--- config.mk ---
export PLATFORM = sky130hd
export DESIGN_NAME = router_fsm
export DESIGN_NICKNAME = d
export VERILOG_FILES = /design/src/rtl/router_fsm.sv
export SDC_FILE = /design/constraint.sdc
export NUM_CORES = 1
export LEC_CHECK = 0
export CAP_MARGIN = 10
export CORE_UTILIZATION = 25
export CTS_CLUSTER_SIZE = 25
export DETAILED_ROUTE_END_ITERATION = 10
export PLACE_DENSITY = 0.5
export SLEW_MARGIN = 20
export SYNTH_ARGS = -nofsm -noshare
export SYNTH_HDL_FRONTEND = slang
export SYNTH_SLANG_ARGS = --single-unit
--- constraint.sdc ---
create_clock -name clock -period 1.9 [get_ports clock]
set_clock_uncertainty 0.15 [all_clocks]
set_input_delay 0.38 -clock clock [delete_from_list [all_inputs] [get_ports clock]]
set_output_delay 0.38 -clock clock [all_outputs]
set_load 0.05 [all_outputs]
--- src/rtl/router_fsm.sv ---
// Router control FSM: decodes the header address, sequences header/payload/parity
// loading into the addressed output FIFO and applies back-pressure to the source.
module router_fsm (
  input  logic       clock,
  input  logic       resetn,
  input  logic       pkt_valid,
  input  logic [1:0] data_in,
  input  logic       fifo_full,
  input  logic       fifo_empty_0,
  input  logic       fifo_empty_1,
  input  logic       fifo_empty_2,
  input  logic       soft_reset_0,
  input  logic       soft_reset_1,
  input  logic       soft_reset_2,
  input  logic       parity_done,
  input  logic       low_pkt_valid,
  output logic       detect_add,
  output logic       lfd_state,
  output logic       ld_state,
  output logic       laf_state,
  output logic       full_state,
  output logic       write_enb_reg,
  output logic       rst_int_reg,
  output logic       busy,
  output logic [1:0] addr
);

  typedef enum logic [2:0] {
    DECODE_ADDRESS     = 3'd0,
    LOAD_FIRST_DATA    = 3'd1,
    LOAD_DATA          = 3'd2,
    FIFO_FULL_STATE    = 3'd3,
    LOAD_AFTER_FULL    = 3'd4,
    LOAD_PARITY        = 3'd5,
    CHECK_PARITY_ERROR = 3'd6,
    WAIT_TILL_EMPTY    = 3'd7
  } state_t;

  state_t     r_state, w_next;
  logic [1:0] r_addr;
  logic [3:0] w_empty, w_soft;
  logic       w_hdr_ok;

  // Entry 3 padded so address 3 indexes a defined zero.
  assign w_empty  = {1'b0, fifo_empty_2, fifo_empty_1, fifo_empty_0};
  assign w_soft   = {1'b0, soft_reset_2, soft_reset_1, soft_reset_0};
  assign w_hdr_ok = pkt_valid && (data_in != 2'd3);

  always_ff @(posedge clock) begin
    if (!resetn) begin
      r_state <= DECODE_ADDRESS;
      r_addr  <= 2'd0;
    end else begin
      r_state <= w_next;
      if (r_state == DECODE_ADDRESS && w_hdr_ok) r_addr <= data_in;
    end
  end

  always_comb begin
    w_next = r_state;
    case (r_state)
      DECODE_ADDRESS:
        if (w_hdr_ok) w_next = w_empty[data_in] ? LOAD_FIRST_DATA : WAIT_TILL_EMPTY;
      LOAD_FIRST_DATA:    w_next = LOAD_DATA;
      LOAD_DATA:
        if (fifo_full)       w_next = FIFO_FULL_STATE;
        else if (!pkt_valid) w_next = LOAD_PARITY;
      FIFO_FULL_STATE:
        if (!fifo_full) w_next = LOAD_AFTER_FULL;
      LOAD_AFTER_FULL:
        if (parity_done)        w_next = DECODE_ADDRESS;
        else if (low_pkt_valid) w_next = LOAD_PARITY;
        else                    w_next = LOAD_DATA;
      LOAD_PARITY:        w_next = CHECK_PARITY_ERROR;
      CHECK_PARITY_ERROR: w_next = fifo_full ? FIFO_FULL_STATE : DECODE_ADDRESS;
      WAIT_TILL_EMPTY:
        if (w_empty[r_addr]) w_next = LOAD_FIRST_DATA;
      default:            w_next = DECODE_ADDRESS;
    endcase
    // Timeout on the active channel aborts the packet from any busy state.
    if (r_state != DECODE_ADDRESS && w_soft[r_addr]) w_next = DECODE_ADDRESS;
  end

  always_comb begin
    detect_add    = (r_state == DECODE_ADDRESS);
    lfd_state     = (r_state == LOAD_FIRST_DATA);
    ld_state      = (r_state == LOAD_DATA);
    full_state    = (r_state == FIFO_FULL_STATE);
    laf_state     = (r_state == LOAD_AFTER_FULL);
    rst_int_reg   = (r_state == CHECK_PARITY_ERROR);
    write_enb_reg = (r_state == LOAD_DATA) || (r_state == LOAD_PARITY) ||
                    (r_state == LOAD_AFTER_FULL);
    busy          = !((r_state == DECODE_ADDRESS) || (r_state == LOAD_DATA));
  end

  assign addr = r_addr;

endmodule

; ---- Yosys cells after proc, flatten, opt, wreduce, memory -nomap -nowiden
; Index checks and enable logic that the tools add are counted.
[op_classes]
eq_ne = 12
bitwise_logic = 1
n_reduce_logical = 11
div = 0
n_mul = 0
magnitude_cmp = 2
add_sub_neg = 0
n_shift = 0
muxes = 16
[op_table]
columns = operator, n
row1 = two-way mux 3 bit, 8
row2 = case mux 3 bit (8 select lines), 1
row3 = "== test 3 bit, second input constant", 4
row4 = binary-select mux 1 bit (select 2 bit), 3
row5 = "== test 3 x 2 -> 1 bit, second input constant", 2
row6 = "< comparator 2 x 3 -> 1 bit, second input constant", 2
row7 = "inequality test 2 bit, second input constant", 3
row8 = AND reduction 4 bit, 1
row9 = "== test 3 x 1 -> 1 bit, second input constant", 1
row10 = logical AND 1 bit, 3
row11 = zero test 3 bit, 1
row12 = logical OR 1 bit, 3
row13 = two-way mux 1 bit, 3
row14 = "inequality test 3 bit, second input constant", 1
row15 = nonzero test 3 bit, 1
row16 = two-way mux 2 bit, 1
row17 = "inequality test 2 x 1 -> 1 bit, second input constant", 1
row18 = OR reduction 2 bit, 1
row19 = zero test 1 bit, 1
row20 = NOT 1 bit, 1
[word_totals]
out_inout_bits = 10
in_bits = 14
latch_bits = 0
regBits = 5
rom_bits = 0
mem_bits_rw = 0
n_memories = 0

; ---- Longest topological paths before layout
; Gate-level depths: netlist of run 1.
[depth]
ltp_word = 5
ltp_mapped = 5

; ---- Worst setup path after synthesis of run 1
; Ideal clock, no wire load.
[synth_timing]
kind = flip-flop to output port
from = register r_state[0]
to = output write_enb_reg
stages_incl_launch_ff = 5
slack_ps = -687
arrival_ps = 2057
path_buffers = 1
t_required_ps = 1370
cell_sequence = dfxtp_1 buf_4 or2_2 nor2_1 a21o_1
[synth_between]
elab_chain_len = 3
elab_cells_between_ends = 5
classes_between = 3 x eq/ne / 2 x reduce/logical
[synth_lines]
columns = element, line_no
row1 = start: declaration, 39  ; state_t r_state, w_next;
row2 = start signal: assignment, 54  ; r_state <= w_next;
row3 = == test 3 x 2 -> 1 bit, -
row4 = net ld_state, 19  ; output logic ld_state,
row5 = logical OR 1 bit (2 in a row), 91  ; write_enb_reg = (r_state == LOAD_DATA) || (r_state == LOAD_PARITY) ||
row6 = end: declaration, 22  ; output logic write_enb_reg,
; The timed path passes the listed nets, and every way through them passes these cells.

; ---- Final worst setup path of run 1
[layout_timing]
from = register r_state[0]
to = output write_enb_reg
[layout_between]
elab_chain_len = 3
elab_cells_between_ends = 5
classes_between = 3 x eq/ne / 2 x reduce/logical
[layout_lines]
columns = element, line_no
row1 = == test 3 x 2 -> 1 bit or == test 3 bit (tied branches), 91
row2 = logical OR 1 bit, 91
row3 = logical OR 1 bit (*), 91
; Mark *: on every way between the ends. The rest lies on a longest branch, timed or not.

==> results of run 1 <==
-- metrics by stage --
step	power, mW	TNS [ns]
after floorplan	1.033	-0.2692
after global placement	1.575	-0.1244
after detailed placement	1.565	-0.1552
after CTS	1.712	0
after global routing	1.803	0
final	1.698	0
-- state kept, by name, summed over array words and instances (netlist names) --
name and flops:
addr 2, r_state 3
-- cell usage in the layout, fill, tap and decap left out, types with 2 or more instances in the layout --
cell / instances
sky130_fd_sc_hd__a21oi_1: 4
sky130_fd_sc_hd__buf_12: 10
sky130_fd_sc_hd__buf_4: 7
sky130_fd_sc_hd__clkbuf_4: 3
sky130_fd_sc_hd__clkdlybuf4s50_1: 13
sky130_fd_sc_hd__dfxtp_1: 3
sky130_fd_sc_hd__dfxtp_2: 2
sky130_fd_sc_hd__mux2i_1: 3
sky130_fd_sc_hd__nand2_1: 3
sky130_fd_sc_hd__nand3b_1: 3
sky130_fd_sc_hd__nor2_1: 4
sky130_fd_sc_hd__nor3b_2: 3
sky130_fd_sc_hd__o21ai_0: 4
sky130_fd_sc_hd__o221a_2: 2
-- power by group --
part | internal, mW | switching (mW)
clock | 0.0795 | 0.0453
combinational | 0.655 | 0.692
sequential | 0.148 | 0.0780
total | 0.883 | 0.816
-- cells in the mapped netlist (2+ instances only) --
master,n,share of area
sky130_fd_sc_hd__a21oi_1,4,0.040
sky130_fd_sc_hd__mux2i_1,3,0.059
sky130_fd_sc_hd__nor2_1,5,0.037
sky130_fd_sc_hd__o21ai_0,4,0.040
sky130_fd_sc_hd__nand2_1,3,0.022
sky130_fd_sc_hd__o221a_2,2,0.044
sky130_fd_sc_hd__nand3b_1,3,0.044
sky130_fd_sc_hd__nor3b_1,4,0.059
sky130_fd_sc_hd__dfxtp_1,5,0.20
-- worst min-delay path, cell delays in order (launching register included) --
cell                      delay, ns
sky130_fd_sc_hd__dfxtp_2       0.34
sky130_fd_sc_hd__o22ai_1       0.12
sky130_fd_sc_hd__o31a_1        0.13
-- worst min path at each step --
stage / startpoint / cells after the start / slack, ns / endpoint
CTS: r_state[1]$_SDFFE_PP0P_ / 2 / 0.51 / r_state[1]$_SDFFE_PP0P_
floorplan: resetn / 1 / 0.38 / addr[0]$_SDFFE_PN0P_
global placement: r_state[1]$_SDFFE_PP0P_ / 2 / 0.50 / r_state[1]$_SDFFE_PP0P_
finish: r_state[1]$_SDFFE_PP0P_ / 2 / 0.47 / r_state[1]$_SDFFE_PP0P_
detailed placement: r_state[1]$_SDFFE_PP0P_ / 2 / 0.50 / r_state[1]$_SDFFE_PP0P_
global route: r_state[1]$_SDFFE_PP0P_ / 2 / 0.51 / r_state[1]$_SDFFE_PP0P_
-- routing by layer --
metal  vias to the layer above  global-route usage  share of wire
met2                         5              0.2083           0.48
met4                         0             0.05143         0.0085
li1                        287                   -              -
met1                       252              0.1954           0.48
met5                         -                   0              0
met3                         2             0.04615          0.022
-- layout make-up --
type	count	area, µm²
multi-input combinational	50	386.6
sequential	5	102.6
inverter	2	12.51
tap	25	31.28
fill	167	878.3
timing repair buffer	30	382.9
clock buffer	4	26.28
-- kinds of logic after synthesis --
family                    count (synthesis)  synth area share
and+or+nand+nor                          26            0.3284
AOI/OAI and AO/OA                        20            0.3087
buffers and inverters                     5           0.08888
DFF                                       5            0.1975
muxes                                     3           0.05926
xor gates and xnor gates                  1           0.01729
-- timing repair --
action,in CTS,in global routing
pin swaps,0,0
gates cloned,0,0
endpoints found under the hold margin,0,0
gates resized for setup,1,2
setup endpoints to repair,1,2
==> impl_metrics.csv, run 1 <==
group,metric,value,unit
run_status,run_status,"finished clean",
setup_path,rr_worst_depth,4,
timing,finalHoldViolCount,0,
placement,place.port_buffers,23,
clock_tree,cts.clk_slew.worst_paths,0.04,ns
floorplanning,die-width,47.02,µm
clock_tree,h-tree-depth,1,
finish,layout-drive-gt1-share,0.4066,
synthesis,synthesized_instance_count,60,
global_routing,grt_max_degree,9,
synthesis,synth_warnings,0,
placement,placement.setup.worst_slack,-0.1027,ns
setup_path,start_kind,"register",
synthesis,postSynthRegisterBits,5,
finish,number_of_inserted_diodes,0,
routing,detail-route-antenna-nets,0,
power_and_ir_drop,ir_worst_vdd,0.001210,V
synthesis,netlist_area_pre_place,506.7,µm²
setup_path,timing.critical_path.depth,4,
setup_path,crit_family,"simple AND/OR/NAND/NOR gates",
setup_path,reg2reg_from,"r_state[0]$_SDFFE_PP0P_",
global_routing,grt_util_all_layers,0.1425,
power_and_ir_drop,leakagePower,0.3679,nW
timing,max_clock_freq,546.4,MHz
routing,drc,0,
setup_path,crit-reg2reg-capture,"addr[0]$_SDFFE_PN0P_",
finish,finalCoreUtilization,0.5175,
timing,period_minus_slack,1.830,ns
finish,final_area,942.2,µm²
timing,hold_slack,0.4703,ns
setup_path,timing.critical_path.from,"r_state[0]$_SDFFE_PP0P_",
timing,slew_viol_final,0,
routing,drt_pass1_iterations,4,
setup_path,data_required_critical_path,1.37,ns
routing,totalWireLength,1294,µm
setup_path,critical_path.cell_chain,"or2_4 -> nor2_4 -> a21o_1 -> buf_12",
floorplanning,start_util,0.2784,
clock_tree,cts_tree,"built",
floorplanning,placeableCoreArea,0.001821,mm²
synthesis,synth_sequential_area_ratio,0.1975,
clock_tree,post-cts-setup-buffers,0,
synthesis,synth_cell_type_count,36,
placement,dp_hpwl,1096,µm
setup_path,cp_slowest_cell,"sky130_fd_sc_hd__dfxtp_1",
setup_path,worst_setup_end_kind,"output port",
global_routing,via_count_of_the_first_global_routing_pass,528,
setup_path,critical_path_peak_fanout,7,
synthesis,asyncSetResetFlopFracSynth,0,
placement,dpl.cell_count,112,
placement,final_weighted_congestion_of_routability_driven_global_placement,0.7125,
synthesis,synthesis.area_per_instance,8.446,µm²
synthesis,synth-edff-count,0,
floorplanning,die_h,47.02,µm
timing,max-slew-margin-rel,0.7866,
timing,finalSetupViolCount,0,
global_routing,overflow,0,
setup_path,r2r_setup_slk,0.43,ns
clock_tree,clock_tree.root_cell,"sky130_fd_sc_hd__clkbuf_4",
min_path,worstHoldPathType,"reg2reg",
clock_tree,cts-root-to-sink-buffers,2,
setup_path,criticalPathCategory,"reg2out",
power_and_ir_drop,p_per_area,1803,mW/mm²
placement,place_area,910.9,µm²
clock_tree,cts_num_sinks,5,
routing,route.detailed.vias_per_inst,4.707,
setup_path,worst_ep_arrival_time,1.30,ns
clock_tree,cts_hold_buffers,0,
floorplanning,die-area,0.002211,mm²
setup_path,critPathBufInv,1,
routing,drt-initial-drc-count,14,
synthesis,synth_nets,74,
routing,detail_route.wl_per_cell,11.16,µm
routing,vias,546,
floorplanning,top_level_ports,24,
floorplanning,row_count,15,
timing,finalCritPeriodShare,0.9633,
finish,areaGrowthSynthToFinish,85.93,%
setup_path,worst_path_largest_cell_delay,0.36,ns
job,timing.max_cap.violations,0,
timing,tightestPinTransition,0.3197,ns
finish,fin_cells,116,
synthesis,most_used_flip_flop_cell_after_synthesis,"sky130_fd_sc_hd__dfxtp_1",
timing,timing.final.ws_setup,0.06971,ns
setup_path,timing.critical_path.to,"write_enb_reg",
finish,finish.net_count,106,
global_routing,antenna_violations_before_repair,0,
clock_tree,clkLatencyLatePin,0.25,ns
clock_tree,cts_buffers,3,
global_routing,grt_first_pass_wirelength,2201,µm
timing,grt_setup_unrepaired,"no",
(Power assumes the default switching activity.)
==> run 2, diff against run 1 <==
Settings changed: MAX_ROUTING_LAYER from default to met4.
Clock period 1.9 ns to 2 ns, I/O delays scaled along.
==> run 2 against run 1 <==
Net effect:
- power fell by 8.0%
- critical path depth did not move
- first-iteration DRC count fell by 7.1%
- hold slack improved by 0.024 ns
- cell area fell by 5.3%
- setup slack improved by 0.0016 ns
- final cell count fell by 2.6%
- largest power group unchanged
- highest routed layer unchanged
==> impl_metrics.csv, run 2 (synthesis gave the netlist of run 1 again) <==
group,metric,value,unit
run_status,run_status,"finished clean",
timing,max_clock_freq,518.5,MHz
timing,grt_setup_unrepaired,"no",
finish,max_flop_register,"r_state",
floorplanning,top_level_ports,24,
finish,fillCellCount,179,
floorplanning,die_h,47.02,µm
setup_path,start_kind,"register",
finish,finish.net_count,103,
placement,final_weighted_congestion_of_routability_driven_global_placement,0.7085,
routing,drc,0,
setup_path,cp_slowest_cell,"sky130_fd_sc_hd__dfxtp_1",
placement,dp_hpwl,1076,µm
setup_path,crit_family,"simple AND/OR/NAND/NOR gates",
floorplanning,die-width,47.02,µm
setup_path,worst_setup_end_kind,"output port",
clock_tree,cts_tree,"built",
clock_tree,cts.clk_slew.worst_paths,0.05,ns
routing,route.detailed.vias_per_inst,4.646,
timing,finalSetupViolCount,0,
placement,place_area,863.3,µm²
routing,detail-route-antenna-nets,0,
setup_path,worst_path_largest_cell_delay,0.38,ns
setup_path,critical_path.cell_chain,"or2_2 -> nor2_4 -> a21o_1 -> buf_12",
floorplanning,placeableCoreArea,0.001821,mm²
routing,drt_pass1_iterations,4,
routing,detail_route.wl_per_cell,11.68,µm
clock_tree,cts-root-to-sink-buffers,2,
floorplanning,row_count,15,
finish,largest_register_ff_count,3,
finish,layout-drive-gt1-share,0.3864,
clock_tree,clkLatencyLatePin,0.24,ns
clock_tree,cts_num_sinks,5,
power_and_ir_drop,ir_worst_vdd,0.0009654,V
clock_tree,cts_buffers,3,
global_routing,antenna_violations_before_repair,0,
timing,period_minus_slack,1.929,ns
floorplanning,die-area,0.002211,mm²
timing,finalHoldViolCount,0,
timing,finalCritPeriodShare,0.9643,
timing,tightestPinTransition,0.2739,ns
floorplanning,start_util,0.2784,
placement,place.port_buffers,23,
timing,totalNegativeSetupSlack,0,ns
timing,max-slew-margin-rel,0.8172,
global_routing,via_count_of_the_first_global_routing_pass,487,
setup_path,data_required_critical_path,1.45,ns
setup_path,worst_ep_arrival_time,1.38,ns
timing,slew_viol_final,0,
finish,final_area,892.1,µm²
finish,number_of_inserted_diodes,0,
setup_path,critPathBufInv,1,
power_and_ir_drop,p_per_area,1751,mW/mm²
power_and_ir_drop,leakagePower,0.3474,nW
setup_path,critical_path_peak_fanout,8,
finish,areaGrowthSynthToFinish,76.05,%
routing,drt-initial-drc-count,13,
global_routing,overflow,0,
timing,timing.final.ws_setup,0.07134,ns
global_routing,grt_max_degree,14,
clock_tree,clock_tree.root_cell,"sky130_fd_sc_hd__clkbuf_4",
routing,vias,525,
setup_path,criticalPathCategory,"reg2out",
min_path,worstHoldPathType,"reg2reg",
routing,totalWireLength,1320,µm
placement,placement.setup.worst_slack,-0.04375,ns
job,timing.max_cap.violations,0,
global_routing,grt_first_pass_wirelength,2201,µm
finish,final_common_cell,"sky130_fd_sc_hd__clkdlybuf4s50_1",
clock_tree,h-tree-depth,1,
power_and_ir_drop,p_total,1.562,mW
global_routing,grt_util_all_layers,0.1445,
finish,most_frequent_cells_in_the_layout,"13 x sky130_fd_sc_hd__clkdlybuf4s50_1, 8 x sky130_fd_sc_hd__buf_12, 6 x sky130_fd_sc_hd__buf_4",
[run 2: layout make-up]
| class | count | area, µm² | share of cell area |
|---|---|---|---|
| Clock buffer | 4 | 26.28 | 0.02945 |
| Inverter | 2 | 12.51 | 0.01403 |
| Multi-Input combinational cell | 50 | 384.1 | 0.4306 |
| Sequential cell | 5 | 102.6 | 0.1150 |
| Tap cell | 25 | 31.28 | 0.03506 |
| Timing Repair Buffer | 27 | 335.3 | 0.3759 |
[run 2: per-layer routing]
metal	wire length, µm	vias to the layer above	global-route usage	part of all wire
met1	640	236	0.2082	0.48
met3	29	2	0.04615	0.022
met4	8	0	0.01714	0.0061
li1	-	280	-	-
met5	0	-	-	0
met2	642	7	0.2000	0.49
[run 2: power breakdown]
| part | internal [mW] | total [mW] | switching (mW) |
|---|---|---|---|
| logic | 0.578 | 1.22 | 0.641 |
| registers | 0.141 | 0.226 | 0.0856 |
| clock network | 0.0754 | 0.117 | 0.0413 |
| total | 0.794 | 1.56 | 0.768 |
[run 2: path summary, 6_finish.rpt]
kind	slack (ns)	from	endpoint	cells past startpoint
max	0.07	r_state[2]$_SDFFE_PP0P_	write_enb_reg	4
min	0.49	addr[1]$_SDFFE_PN0P_	addr[1]$_SDFFE_PN0P_	1
max reg2reg	0.52	r_state[1]$_SDFFE_PP0P_	addr[0]$_SDFFE_PN0P_	4
min reg2reg	0.49	addr[1]$_SDFFE_PN0P_	addr[1]$_SDFFE_PN0P_	1
[run 2: stage by stage]
step | instances | utilization | hold slack, ns
2_1_floorplan | 60 | - | 0.3969
3_5_place_dp | 109 | 0.4742 | 0.4888
3_3_place_gp | 109 | 0.4742 | 0.5075
5_1_grt | 113 | 0.4900 | 0.5148
4_1_cts | 113 | 0.4893 | 0.4921
6_report | 113 | 0.4900 | 0.4945
[run 2: what timing repair did]
| item | 4_1_cts | 5_1_grt |
|---|---|---|
| endpoints found under the setup margin | 2 | 2 |
| setup buffers | 0 | 0 |
| cloned | 0 | 0 |
| hold buffers | 0 | 0 |
| resized for setup | 1 | 1 |
